## src/rtl/matrix_mem_responder.sv

```systemverilog
// Memory-side responder for the matrix functions engine.
// Owns the shared matrix store (A at BASE_A, B at BASE_B, C at BASE_C), serves
// zero-latency engine reads and single-cycle engine writes, streams operand
// matrices in from the host loader, and sweeps region C to zero on request.
// Ports:
//   clk, reset (async, active-low)
//   req_rd_en/req_wr_en/req_addr/req_wdata -> rsp_rdata : engine access
//   ld_start/ld_sel/ld_m/ld_n/ld_valid/ld_data -> ld_ready/load_done : loader
//   clr_start -> clr_done : region-C clear
//   A_m/A_n/B_m/B_n : committed dimensions; busy, dim_err, addr_err : status
module matrix_mem_responder #(
  parameter int unsigned ADDR_WIDTH = 7,
  parameter int unsigned DATA_WIDTH = 4,
  parameter int unsigned DEPTH      = 96,
  parameter int unsigned BASE_A     = 0,
  parameter int unsigned BASE_B     = 32,
  parameter int unsigned BASE_C     = 64,
  parameter int unsigned MAX_DIM    = 5
) (
  input  logic                  clk,
  input  logic                  reset,
  input  logic                  req_rd_en,
  input  logic                  req_wr_en,
  input  logic [ADDR_WIDTH-1:0] req_addr,
  input  logic [DATA_WIDTH-1:0] req_wdata,
  output logic [DATA_WIDTH-1:0] rsp_rdata,
  output logic                  busy,
  input  logic                  ld_start,
  input  logic                  ld_sel,
  input  logic [3:0]            ld_m,
  input  logic [3:0]            ld_n,
  input  logic                  ld_valid,
  input  logic [DATA_WIDTH-1:0] ld_data,
  output logic                  ld_ready,
  output logic                  load_done,
  input  logic                  clr_start,
  output logic                  clr_done,
  output logic [3:0]            A_m,
  output logic [3:0]            A_n,
  output logic [3:0]            B_m,
  output logic [3:0]            B_n,
  output logic                  dim_err,
  output logic                  addr_err
);

  localparam int unsigned CNT_W  = 5;
  localparam int unsigned DIM_W  = 4;
  localparam int unsigned PROD_W = 8;

  localparam logic [ADDR_WIDTH-1:0] DEPTH_A    = ADDR_WIDTH'(DEPTH);
  localparam logic [ADDR_WIDTH-1:0] BASE_A_A   = ADDR_WIDTH'(BASE_A);
  localparam logic [ADDR_WIDTH-1:0] BASE_B_A   = ADDR_WIDTH'(BASE_B);
  localparam logic [ADDR_WIDTH-1:0] BASE_C_A   = ADDR_WIDTH'(BASE_C);
  localparam logic [DIM_W-1:0]      MAX_DIM_D  = DIM_W'(MAX_DIM);
  localparam logic [CNT_W-1:0]      CLR_LAST   = CNT_W'(MAX_DIM * MAX_DIM - 1);

  typedef enum logic [1:0] {
    ST_IDLE  = 2'd0,
    ST_LOAD  = 2'd1,
    ST_CLEAR = 2'd2
  } state_e;

  logic [DATA_WIDTH-1:0] mem [0:DEPTH-1];

  state_e           state_q, state_d;
  logic [CNT_W-1:0] cnt_q, cnt_d;
  logic             sel_q, sel_d;
  logic [DIM_W-1:0] m_q, m_d, n_q, n_d;
  logic [DIM_W-1:0] a_m_q, a_m_d, a_n_q, a_n_d;
  logic [DIM_W-1:0] b_m_q, b_m_d, b_n_q, b_n_d;
  logic             busy_q, busy_d;
  logic             ld_ready_q, ld_ready_d;
  logic             load_done_q, load_done_d;
  logic             clr_done_q, clr_done_d;
  logic             dim_err_q, dim_err_d;
  logic             addr_err_q, addr_err_d;

  logic                  mem_we;
  logic [ADDR_WIDTH-1:0] mem_waddr;
  logic [DATA_WIDTH-1:0] mem_wdata;

  logic                  addr_ok;
  logic                  dim_bad;
  logic [PROD_W-1:0]     prod;
  logic                  load_last;
  logic [ADDR_WIDTH-1:0] load_base;

  assign addr_ok   = (req_addr < DEPTH_A);
  assign dim_bad   = (ld_m == '0) || (ld_n == '0) || (ld_m > MAX_DIM_D) || (ld_n > MAX_DIM_D);
  assign prod      = PROD_W'(m_q) * PROD_W'(n_q);
  assign load_last = (PROD_W'(cnt_q) == (prod - PROD_W'(1)));
  assign load_base = sel_q ? BASE_B_A : BASE_A_A;

  // Zero-latency engine read; the array is only exposed while idle.
  always_comb begin
    rsp_rdata = '0;
    if (req_rd_en && (state_q == ST_IDLE) && addr_ok) begin
      rsp_rdata = mem[req_addr];
    end
  end

  // Next-state, single write-port arbitration and registered status.
  always_comb begin
    state_d     = state_q;
    cnt_d       = cnt_q;
    sel_d       = sel_q;
    m_d         = m_q;
    n_d         = n_q;
    a_m_d       = a_m_q;
    a_n_d       = a_n_q;
    b_m_d       = b_m_q;
    b_n_d       = b_n_q;
    load_done_d = 1'b0;
    clr_done_d  = 1'b0;
    dim_err_d   = 1'b0;
    mem_we      = 1'b0;
    mem_waddr   = req_addr;
    mem_wdata   = req_wdata;
    // Sticky regardless of state; only reset clears it.
    addr_err_d  = addr_err_q | ((req_rd_en | req_wr_en) & ~addr_ok);

    unique case (state_q)
      ST_IDLE: begin
        mem_we = req_wr_en & addr_ok;
        if (ld_start) begin
          if (dim_bad) begin
            dim_err_d = 1'b1;
          end else begin
            sel_d = ld_sel;
            m_d   = ld_m;
            n_d   = ld_n;
            // Zeroed dimensions mark the target matrix invalid while it loads.
            if (ld_sel) begin
              b_m_d = '0;
              b_n_d = '0;
            end else begin
              a_m_d = '0;
              a_n_d = '0;
            end
            cnt_d   = '0;
            state_d = ST_LOAD;
          end
        end else if (clr_start) begin
          cnt_d   = '0;
          state_d = ST_CLEAR;
        end
      end
      ST_LOAD: begin
        if (ld_valid) begin
          mem_we    = 1'b1;
          mem_waddr = load_base + ADDR_WIDTH'(cnt_q);
          mem_wdata = ld_data;
          cnt_d     = cnt_q + CNT_W'(1);
          if (load_last) begin
            if (sel_q) begin
              b_m_d = m_q;
              b_n_d = n_q;
            end else begin
              a_m_d = m_q;
              a_n_d = n_q;
            end
            load_done_d = 1'b1;
            state_d     = ST_IDLE;
          end
        end
      end
      ST_CLEAR: begin
        mem_we    = 1'b1;
        mem_waddr = BASE_C_A + ADDR_WIDTH'(cnt_q);
        mem_wdata = '0;
        cnt_d     = cnt_q + CNT_W'(1);
        if (cnt_q == CLR_LAST) begin
          clr_done_d = 1'b1;
          state_d    = ST_IDLE;
        end
      end
      default: begin
        state_d = ST_IDLE;
      end
    endcase

    busy_d     = (state_d != ST_IDLE);
    ld_ready_d = (state_d == ST_LOAD);
  end

  // Control and status registers.
  always_ff @(posedge clk or negedge reset) begin
    if (!reset) begin
      state_q     <= ST_IDLE;
      cnt_q       <= '0;
      sel_q       <= 1'b0;
      m_q         <= '0;
      n_q         <= '0;
      a_m_q       <= '0;
      a_n_q       <= '0;
      b_m_q       <= '0;
      b_n_q       <= '0;
      busy_q      <= 1'b0;
      ld_ready_q  <= 1'b0;
      load_done_q <= 1'b0;
      clr_done_q  <= 1'b0;
      dim_err_q   <= 1'b0;
      addr_err_q  <= 1'b0;
    end else begin
      state_q     <= state_d;
      cnt_q       <= cnt_d;
      sel_q       <= sel_d;
      m_q         <= m_d;
      n_q         <= n_d;
      a_m_q       <= a_m_d;
      a_n_q       <= a_n_d;
      b_m_q       <= b_m_d;
      b_n_q       <= b_n_d;
      busy_q      <= busy_d;
      ld_ready_q  <= ld_ready_d;
      load_done_q <= load_done_d;
      clr_done_q  <= clr_done_d;
      dim_err_q   <= dim_err_d;
      addr_err_q  <= addr_err_d;
    end
  end

  // Storage array; contents survive reset.
  always_ff @(posedge clk) begin
    if (mem_we) begin
      mem[mem_waddr] <= mem_wdata;
    end
  end

  assign busy      = busy_q;
  assign ld_ready  = ld_ready_q;
  assign load_done = load_done_q;
  assign clr_done  = clr_done_q;
  assign dim_err   = dim_err_q;
  assign addr_err  = addr_err_q;
  assign A_m       = a_m_q;
  assign A_n       = a_n_q;
  assign B_m       = b_m_q;
  assign B_n       = b_n_q;

endmodule

```

## config.mk

```make
export PLATFORM = sky130hd
export DESIGN_NAME = matrix_mem_responder
export DESIGN_NICKNAME = d
export VERILOG_FILES = /design/src/rtl/matrix_mem_responder.sv
export SDC_FILE = /design/constraint.sdc
export NUM_CORES = 1
export LEC_CHECK = 0
export CORE_ASPECT_RATIO = 0.7
export CORE_MARGIN = 4
export CORE_UTILIZATION = 36
export DETAILED_ROUTE_END_ITERATION = 8
export DONT_BUFFER_PORTS = 1
export GPL_TIMING_DRIVEN = 0
export PLACE_DENSITY = 0.6
export SETUP_SLACK_MARGIN = 0.02
export SKIP_CTS_REPAIR_TIMING = 1
export SYNTH_ARGS = -nofsm -noshare
export SYNTH_HDL_FRONTEND = slang
export SYNTH_SLANG_ARGS = --single-unit
```

## constraint.sdc

```tcl
create_clock -name clk -period 4.3 [get_ports clk]
set_input_delay 0.86 -clock clk [delete_from_list [all_inputs] [get_ports clk]]
set_output_delay 0.86 -clock clk [all_outputs]
set_load 0.03 [all_outputs]
```

==> results.sh, run 1 <==
export IMPL_worst_pin_slew_ns=0.9820
export IMPL_remaining_drc_errors=0
export IMPL_first_global_vias=9864
export IMPL_drv_cap=0
export IMPL_wire_per_inst_um=25.98
export IMPL_peakVddDrop_v=0.0002958
export IMPL_syn_num_nets=1095
export IMPL_drtIter0Drc=1429
export IMPL_async_flop_share_pct=9.005
export IMPL_rsz0062_at_grt="no"
export IMPL_arrival_ns=3.36
export IMPL_core_um2=49260
export IMPL_clkSinkCount=422
export IMPL_antenna_found_initial=0
export IMPL_final_common_cell="edfxtp_1"
export IMPL_fin_skew_ns=0.03156
export IMPL_worstSetupPathType="in2out"
export IMPL_htreeDepth=2
export IMPL_crit_path_start_kind="input pin"
export IMPL_period_minus_slack_ns=4.215
export IMPL_ant_nets=0
export IMPL_top_level_ports=57
export IMPL_fillCellCount=4289
export IMPL_met1_usage_pct=27.08
export IMPL_dieArea_um2=53500
export IMPL_power_density_nw_per_um2=594.6
export IMPL_dp_cells=1709
export IMPL_cp_required_ns=3.44
export IMPL_layout_nets=1163
export IMPL_gr_usage_met3_pct=5.109
export IMPL_cts_tree="done"
export IMPL_area_growth_pct=14.79
export IMPL_via_per_inst=5.639
export IMPL_start_util_pct=36.40
export IMPL_wl_um=46800
export IMPL_synth_cell_types=66
export IMPL_maxSlewHeadroom_pct=34.54
export IMPL_avgSynthCellArea_um2=17.31
export IMPL_layout_cells_non_filler=1801
export IMPL_grt_busiest_layer="met1"
export IMPL_clockRootBuffer="clkbuf_16"
export IMPL_numCtsBuffers=41
export IMPL_multi_input_area_um2=5215
export IMPL_synth_edf_count=384
export IMPL_grt_first_pass_wirelength_um=68590
export IMPL_io_buffers=0
export IMPL_cp_max_fo=10
export IMPL_track_usage_pct=17.51
export IMPL_clk_pin_slew_worst_paths_ns=0.06
export IMPL_fmax_mhz=237.2
export IMPL_run_status="finished, final reports clean"
export IMPL_grt_max_degree=50
export IMPL_min_delay_path_class="in2async"
export IMPL_die_w_um=274.7
export IMPL_period_share_pct=98.03
export IMPL_yosysWarningCount=0
export IMPL_drv_slew=0
export IMPL_row_count=68
export IMPL_ys_seq_area_share_pct=69.62
export IMPL_drt_pass1_iterations=6
export IMPL_die_y_um=194.7
export IMPL_whs_ns=0.1459
export IMPL_vias=10160
export IMPL_place_congestion=0.8962
export IMPL_grtUsageMet2_pct=24.41
export IMPL_synth_seq_cells=422
export IMPL_postSynthCellCount=1036
export IMPL_cts_buffer_depth=3
export IMPL_grt_overflow=0
export IMPL_hold_viol=0
export IMPL_dp_hpwl_um=32260
export IMPL_mostFrequentLayoutCells="edfxtp_1, nor2_1, mux4_2"
export IMPL_leakage_nw=6.677
export IMPL_setup_worst_path_end_class="primary output"
export IMPL_syn_area_um2=17930
export IMPL_ys_flop_type="edfxtp_1"
export IMPL_setup_viol=0
export IMPL_clock_latency_ns=0.56
export IMPL_regArea_um2=12480
export IMPL_drive_gt1_share_pct=22.80
export IMPL_insertedDiodeCount=0
==> synth_stat cells (10+ instances only) <==
cell / count / area share [%]
and2_1: 10 / 0.35
dfrtp_1: 38 / 5.3
mux4_2: 105 / 13
nor2_1: 121 / 2.5
mux2i_1: 26 / 1.5
o22ai_1: 10 / 0.35
edfxtp_1: 384 / 64
a31oi_1: 10 / 0.35
nand3_1: 26 / 0.73
mux2_2: 10 / 0.63
clkbuf_1: 22 / 0.46
a21oi_1: 10 / 0.28
inv_1: 29 / 0.61
nand2_1: 56 / 1.2
ha_1: 23 / 1.6
o21ai_0: 13 / 0.36
buf_2: 18 / 0.50
==> cells by family (layout without fill, tap and decap cells) <==
logic type      Yosys count  in the layout  share of synthesized area (%)
simple gates            264            264                          6.867
compound gates           96             96                          3.887
fa+ha+maj                28             28                          2.163
xor+xnor                  4              4                         0.2722
buf+inv                  81            181                          1.926
mux                     141            141                          15.27
flops                   422            422                          69.62
==> power breakdown <==
| part | internal, mW | leakage, nW | total [mW] | switching, mW |
|---|---|---|---|---|
| combinational | 1.17 | 2.07 | 3.41 | 2.24 |
| sequential | 5.18 | 3.99 | 5.33 | 0.146 |
| clock | 1.93 | 0.612 | 3.50 | 1.58 |
==> per-layer routing <==
metal / wire length, um / vias to the layer above
li1: - / 4267
met1: 21320 / 5373
met2: 20000 / 427
met3: 4419 / 88
met4: 1053 / 0
met5: 0 / -
==> cell type report <==
cell class	count	share of cell area, %
Inverter	32	0.5836
Clock inverter	27	1.033
Timing Repair Buffer	25	1.581
Buffer	49	1.550
Tap cell	665	4.043
Multi-Input combinational cell	533	25.34
Sequential cell	422	60.65
Clock buffer	48	5.216
==> worst paths after layout <==
| path | start | endpoint | slack (ns) | cells after the start |
|---|---|---|---|---|
| max | req_addr[2] | rsp_rdata[1] | 0.08 | 8 |
| min | reset | dim_err | 0.15 | 1 |
| max reg2reg | n_q[2] | A_n[2] | 0.24 | 13 |
| min reg2reg | sel_q | sel_q | 0.58 | 1 |
| max in group asynchronous | reset | sel_q | 3.60 | 1 |
| min in group clk | ld_n[1] | n_q[1] | 0.48 | 1 |
==> stage by stage <==
step	util [%]	setup slack (ns)	cell area (um^2)	setup TNS, ns	total power [mW]
after global routing	41.78	0.03839	20580	0	12.84
final	41.78	0.08491	20580	0	12.24
after floorplan	-	0.4129	17950	0	7.553
after detailed placement	38.59	-0.9345	19010	-136.95	8.725
after CTS	41.20	-0.9523	20300	-24.07	12.21
after global placement	38.14	-0.8152	18790	-300.46	8.518
==> registers in the layout (all words and copies together) (netlist names), 2 cells and up <==
signal,flops
m_q,4
cnt_q,5
A_n,4
B_m,4
B_n,4
mem,384
A_m,4
state_q,2
n_q,4
==> worst max-delay path: stages <==
cell      delay, ns
clkbuf_2       0.23
inv_1          0.35
clkbuf_4       0.38
clkbuf_2       0.40
mux2i_1        0.32
o21ai_0        0.22
a32oi_1        0.34
o21ai_2        0.23
Note: power is estimated with default switching activity, not from simulation.
==> run 2: changes to the inputs <==
DONT_BUFFER_PORTS = not set   (was 1)
PLACE_DENSITY = 0.61   (was 0.6)
==> run 2 against run 1 <==
Worst hold slack improved by 0.30 ns; first-iteration DRC count increased by 5.3%; clock power decreased by 4%; global-route usage decreased by 0.15 points; power decreased by 0.52%; critical path depth decreased by 1; largest cell class unchanged.
==> results.sh, run 2 (synthesis gave the netlist of run 1 again) <==
export IMPL_finalInstanceArea_um2=21020
export IMPL_cts_tree="done"
export IMPL_cp_cell_sequence="clkdlybuf4s50_1, clkbuf_2, clkbuf_2, mux4_2, o21ai_2, nand3_1, dlymetal6s2s_1"
export IMPL_htreeDepth=2
export IMPL_antenna_found_initial=0
export IMPL_wl_um=46570
export IMPL_period_share_pct=98.91
export IMPL_ant_nets=0
export IMPL_period_minus_slack_ns=4.253
export IMPL_dp_hpwl_um=32530
export IMPL_grt_max_degree=49
export IMPL_leakage_nw=6.859
export IMPL_maxSlewHeadroom_pct=40.44
export IMPL_die_w_um=274.7
export IMPL_final_util_pct=42.68
export IMPL_fin_tns_setup_ns=0
export IMPL_largest_reg_flops=384
export IMPL_remaining_drc_errors=0
export IMPL_insertedDiodeCount=0
export IMPL_die_y_um=194.7
export IMPL_hold_viol=0
export IMPL_drt_pass1_iterations=6
export IMPL_setup_viol=0
export IMPL_worstSetupPathType="in2out"
export IMPL_vias=10160
export IMPL_slowest_delay_ns=0.70
export IMPL_critPathTopFamily="buffers and inverters"
export IMPL_cp_required_ns=3.44
export IMPL_clkSinkCount=422
export IMPL_dpl_cell_area_um2=19520
export IMPL_row_count=68
export IMPL_run_status="finished, final reports clean"
export IMPL_cp_num_buf_inv=4
export IMPL_slowest_stage="clkdlybuf4s50_1"
export IMPL_largest_registers="mem x384, cnt_q x5"
export IMPL_layout_nets=1212
export IMPL_numCtsBuffers=41
export IMPL_min_delay_path_class="in2async"
export IMPL_clockRootBuffer="clkbuf_16"
export IMPL_via_per_inst=5.516
export IMPL_clock_latency_ns=0.55
export IMPL_fin_skew_ns=0.02131
export IMPL_cp_max_fo=10
export IMPL_wire_per_inst_um=25.28
export IMPL_cts_buffer_depth=3
export IMPL_grt_first_pass_wirelength_um=68080
export IMPL_area_growth_pct=17.25
export IMPL_cp_common_cell="clkbuf_2"
export IMPL_power_density_nw_per_um2=579.1
export IMPL_peakVddDrop_v=0.0003174
export IMPL_io_buffers=52
export IMPL_top_level_ports=57
export IMPL_worst_pin_slew_ns=0.8935
export IMPL_whs_ns=0.4454
export IMPL_drv_cap=0
export IMPL_track_usage_pct=17.36
export IMPL_first_global_vias=9932
export IMPL_largest_register="mem"
export IMPL_rsz0062_at_grt="yes"
export IMPL_clk_pin_slew_worst_paths_ns=0.06
export IMPL_dieArea_um2=53500
export IMPL_drive_gt1_share_pct=22.09
export IMPL_grt_overflow=0
export IMPL_core_um2=49260
export IMPL_arrival_ns=3.39
export IMPL_drv_slew=0
export IMPL_fmax_mhz=235.1
export IMPL_power_mw=12.17
export IMPL_crit_path_start_kind="input pin"
export IMPL_place_congestion=0.8886
export IMPL_setup_worst_path_end_class="primary output"
export IMPL_drtIter0Drc=1505
export IMPL_start_util_pct=36.40
export IMPL_final_common_cell="edfxtp_1"
export IMPL_mostFrequentLayoutCells="edfxtp_1, nor2_1, mux4_2"
==> run 2: per-stage QoR <==
step / setup WS [ns] / instances
6_report: 0.04667 / 1842
5_1_grt: 0.02365 / 1842
4_1_cts: -1.280 / 1828
3_5_place_dp: -1.262 / 1761
3_3_place_gp: -1.263 / 1753
2_1_floorplan: 0.4129 / 1036
==> run 2: cell type report <==
class | instances | area (um^2)
Buffer | 49 | 359.1
Multi-Input combinational cell | 533 | 5231
Clock inverter | 15 | 136.4
Clock buffer | 52 | 1067
Inverter | 32 | 123.9
Fill cell | 4345 | 28240
Timing Repair Buffer | 74 | 788.3
Tap cell | 665 | 832.0
Sequential cell | 422 | 12480
==> run 2: metal layers <==
| layer | global-route usage, % | up-vias | part of all wire, % | routed length, um |
|---|---|---|---|---|
| li1 | - | 4351 | - | - |
| met1 | 28.13 | 5310 | 47 | 21950 |
| met2 | 24.53 | 437 | 43 | 19890 |
| met3 | 3.530 | 62 | 8.7 | 4050 |
| met4 | 2.724 | 0 | 1.5 | 682 |
| met5 | 0 | - | 0 | 0 |
==> run 2: path summary, 6_finish.rpt <==
| check | cells past startpoint | slack [ns] | startpoint | endpoint |
|---|---|---|---|---|
| max | 7 | 0.05 | req_addr[3] | rsp_rdata[2] |
| min | 1 | 0.45 | reset | m_q[1] |
| max reg2reg | 13 | 0.26 | n_q[2] | A_m[1] |
| min reg2reg | 1 | 0.50 | addr_err | addr_err |
| max in group asynchronous | 1 | 3.23 | reset | n_q[3] |
| min in group clk | 1 | 0.50 | addr_err | addr_err |
==> run 2: power breakdown <==
part,total (mW),internal (mW),switching (mW),leakage [nW]
clock network,3.36,1.87,1.49,0.589
registers,5.31,5.19,0.119,3.99
logic,3.50,1.21,2.29,2.28
==> run 3: changes to the inputs <==
CELL_PAD_IN_SITES_DETAIL_PLACEMENT = 1   (was not set)
CELL_PAD_IN_SITES_GLOBAL_PLACEMENT = 1   (was not set)
CORE_MARGIN = not set   (was 4)
PLACE_DENSITY = 0.68   (was 0.61)
==> run 3 against run 2 <==
Clock-buffer cell count rose by 3; non-clock buffer count grew 3; critical endpoint unchanged; critical path type unchanged; worst setup slack got worse by 0.016 ns; register-to-register slack got worse by 0.07 ns; die area down 5.2%.
==> results.sh, run 3 (synthesis gave the netlist of run 1 again) <==
export IMPL_layout_nets=1216
export IMPL_run_status="finished, final reports clean"
export IMPL_vias=10370
export IMPL_area_growth_pct=18.51
export IMPL_regToRegEndpoint="mem[47][2]"
export IMPL_cp_max_fo=10
export IMPL_grt_max_degree=49
export IMPL_period_share_pct=99.29
export IMPL_top_level_ports=57
export IMPL_ant_nets=0
export IMPL_die_w_um=268.7
export IMPL_worstSetupPathType="in2out"
export IMPL_cts_buffer_depth=3
export IMPL_clkSinkCount=422
export IMPL_drv_slew=0
export IMPL_largest_register="mem"
export IMPL_htreeDepth=2
export IMPL_fmax_mhz=234.2
export IMPL_dpl_cell_area_um2=19530
export IMPL_peakVddDrop_v=0.0003799
export IMPL_drt_pass1_iterations=5
export IMPL_remaining_drc_errors=0
export IMPL_final_common_cell="edfxtp_1"
export IMPL_clk_pin_slew_worst_paths_ns=0.06
export IMPL_wire_per_inst_um=27.16
export IMPL_grt_overflow=0
export IMPL_start_util_pct=36.40
export IMPL_arrival_ns=3.41
export IMPL_hold_viol=0
export IMPL_via_per_inst=5.593
export IMPL_largest_registers="mem x384, cnt_q x5"
export IMPL_r2r_cells=9
export IMPL_setup_worst_path_end_class="primary output"
export IMPL_mostFrequentLayoutCells="edfxtp_1, nor2_1, mux4_2"
export IMPL_worst_pin_slew_ns=0.9091
export IMPL_fin_skew_ns=0.02809
export IMPL_dieArea_um2=50720
export IMPL_drive_gt1_share_pct=22.37
export IMPL_antenna_found_initial=0
export IMPL_whs_ns=0.4228
export IMPL_slowest_stage="clkdlybuf4s50_1"
export IMPL_multi_input_area_um2=5276
export IMPL_crit_path_start_kind="input pin"
export IMPL_insertedDiodeCount=0
export IMPL_cts_tree="done"
export IMPL_final_util_pct=43.13
export IMPL_min_delay_path_class="in2async"
export IMPL_first_global_vias=10620
export IMPL_io_buffers=52
export IMPL_slowest_delay_ns=0.52
export IMPL_clock_latency_ns=0.57
export IMPL_track_usage_pct=20.13
export IMPL_crit_start="req_addr[4]"
export IMPL_numCtsBuffers=42
export IMPL_cp_cell_sequence="clkdlybuf4s50_1, inv_1, clkbuf_2, nand3_1, o22ai_2, nor3_1, o21ai_1, nand3_1, clkbuf_2"
export IMPL_core_um2=49260
export IMPL_rsz0062_at_grt="yes"
export IMPL_largest_reg_flops=384
export IMPL_dp_hpwl_um=34570
export IMPL_place_congestion=0.8568
export IMPL_maxSlewHeadroom_pct=39.39
export IMPL_fin_tns_setup_ns=0
export IMPL_row_count=68
export IMPL_die_y_um=188.7
export IMPL_regToRegSetupSlack_ns=0.19
export IMPL_reg2reg_from="state_q[1]"
export IMPL_drtIter0Drc=1044
export IMPL_wl_um=50360
export IMPL_grt_first_pass_wirelength_um=73160
export IMPL_power_density_nw_per_um2=595.1
export IMPL_finalInstanceArea_um2=21250
export IMPL_cp_required_ns=3.44
export IMPL_clockRootBuffer="clkbuf_16"
export IMPL_leakage_nw=6.947
export IMPL_period_minus_slack_ns=4.270
export IMPL_fillCellCount=4789
export IMPL_setup_viol=0
export IMPL_regArea_um2=12480
export IMPL_drv_cap=0
export IMPL_power_mw=12.65
==> run 3: cell count changes in the layout (fill, tap and decap cells not counted), moves of 3 or more <==
cell,delta
buf_4,+6
clkinv_1,+6
o21ai_1,+3
clkbuf_4,-3
==> run 3: worst max-delay path, delay by kind of cell <==
kind                   cells  cell delay, ns
AND/OR/NAND/NOR            3            0.67
AO/OA/AOI/OAI              2            0.45
buffers and inverters      4            1.42
==> run 3: power breakdown <==
part | internal, mW | switching, mW | total (mW)
logic | 1.27 | 2.47 | 3.74
clock network | 2.02 | 1.58 | 3.60
registers | 5.19 | 0.120 | 5.31
total | 8.48 | 4.17 | 12.6
==> run 3: layout make-up <==
class	count	area share, %
timing repair buffer	77	3.910
inverter	32	0.5653
sequential	422	58.75
multi-input combinational	533	24.83
clock inverter	21	0.9186
tap	665	3.916
buffer	49	1.831
clock buffer	55	5.276
==> run 3: through the flow <==
step / worst slack [ns] / cells
6_report: 0.03043 / 1854
3_3_place_gp: -1.214 / 1753
2_1_floorplan: 0.4129 / 1036
5_1_grt: 0.001356 / 1854
3_5_place_dp: -1.298 / 1761
4_1_cts: -1.302 / 1837
==> run 3: worst max-delay path by stage <==
stage                     slack [ns]  cells after the start           end
after floorplan                 0.41                      8  rsp_rdata[1]
after global placement         -1.21                      9  rsp_rdata[2]
after detailed placement       -1.30                      9  rsp_rdata[2]
after CTS                      -1.30                      9  rsp_rdata[2]
after global routing           0.001                      9  rsp_rdata[1]
final                           0.03                      9  rsp_rdata[2]
==> run 3: per-layer routing <==
| metal | global-route usage (%) | wire [um] | up-vias | share of wire (%) |
|---|---|---|---|---|
| li1 | - | - | 4369 | - |
| met1 | 30.29 | 22690 | 5502 | 45 |
| met2 | 29.16 | 22560 | 438 | 45 |
| met3 | 5.084 | 4425 | 61 | 8.8 |
| met4 | 4.611 | 676 | 0 | 1.3 |
| met5 | 0 | 0 | - | 0 |
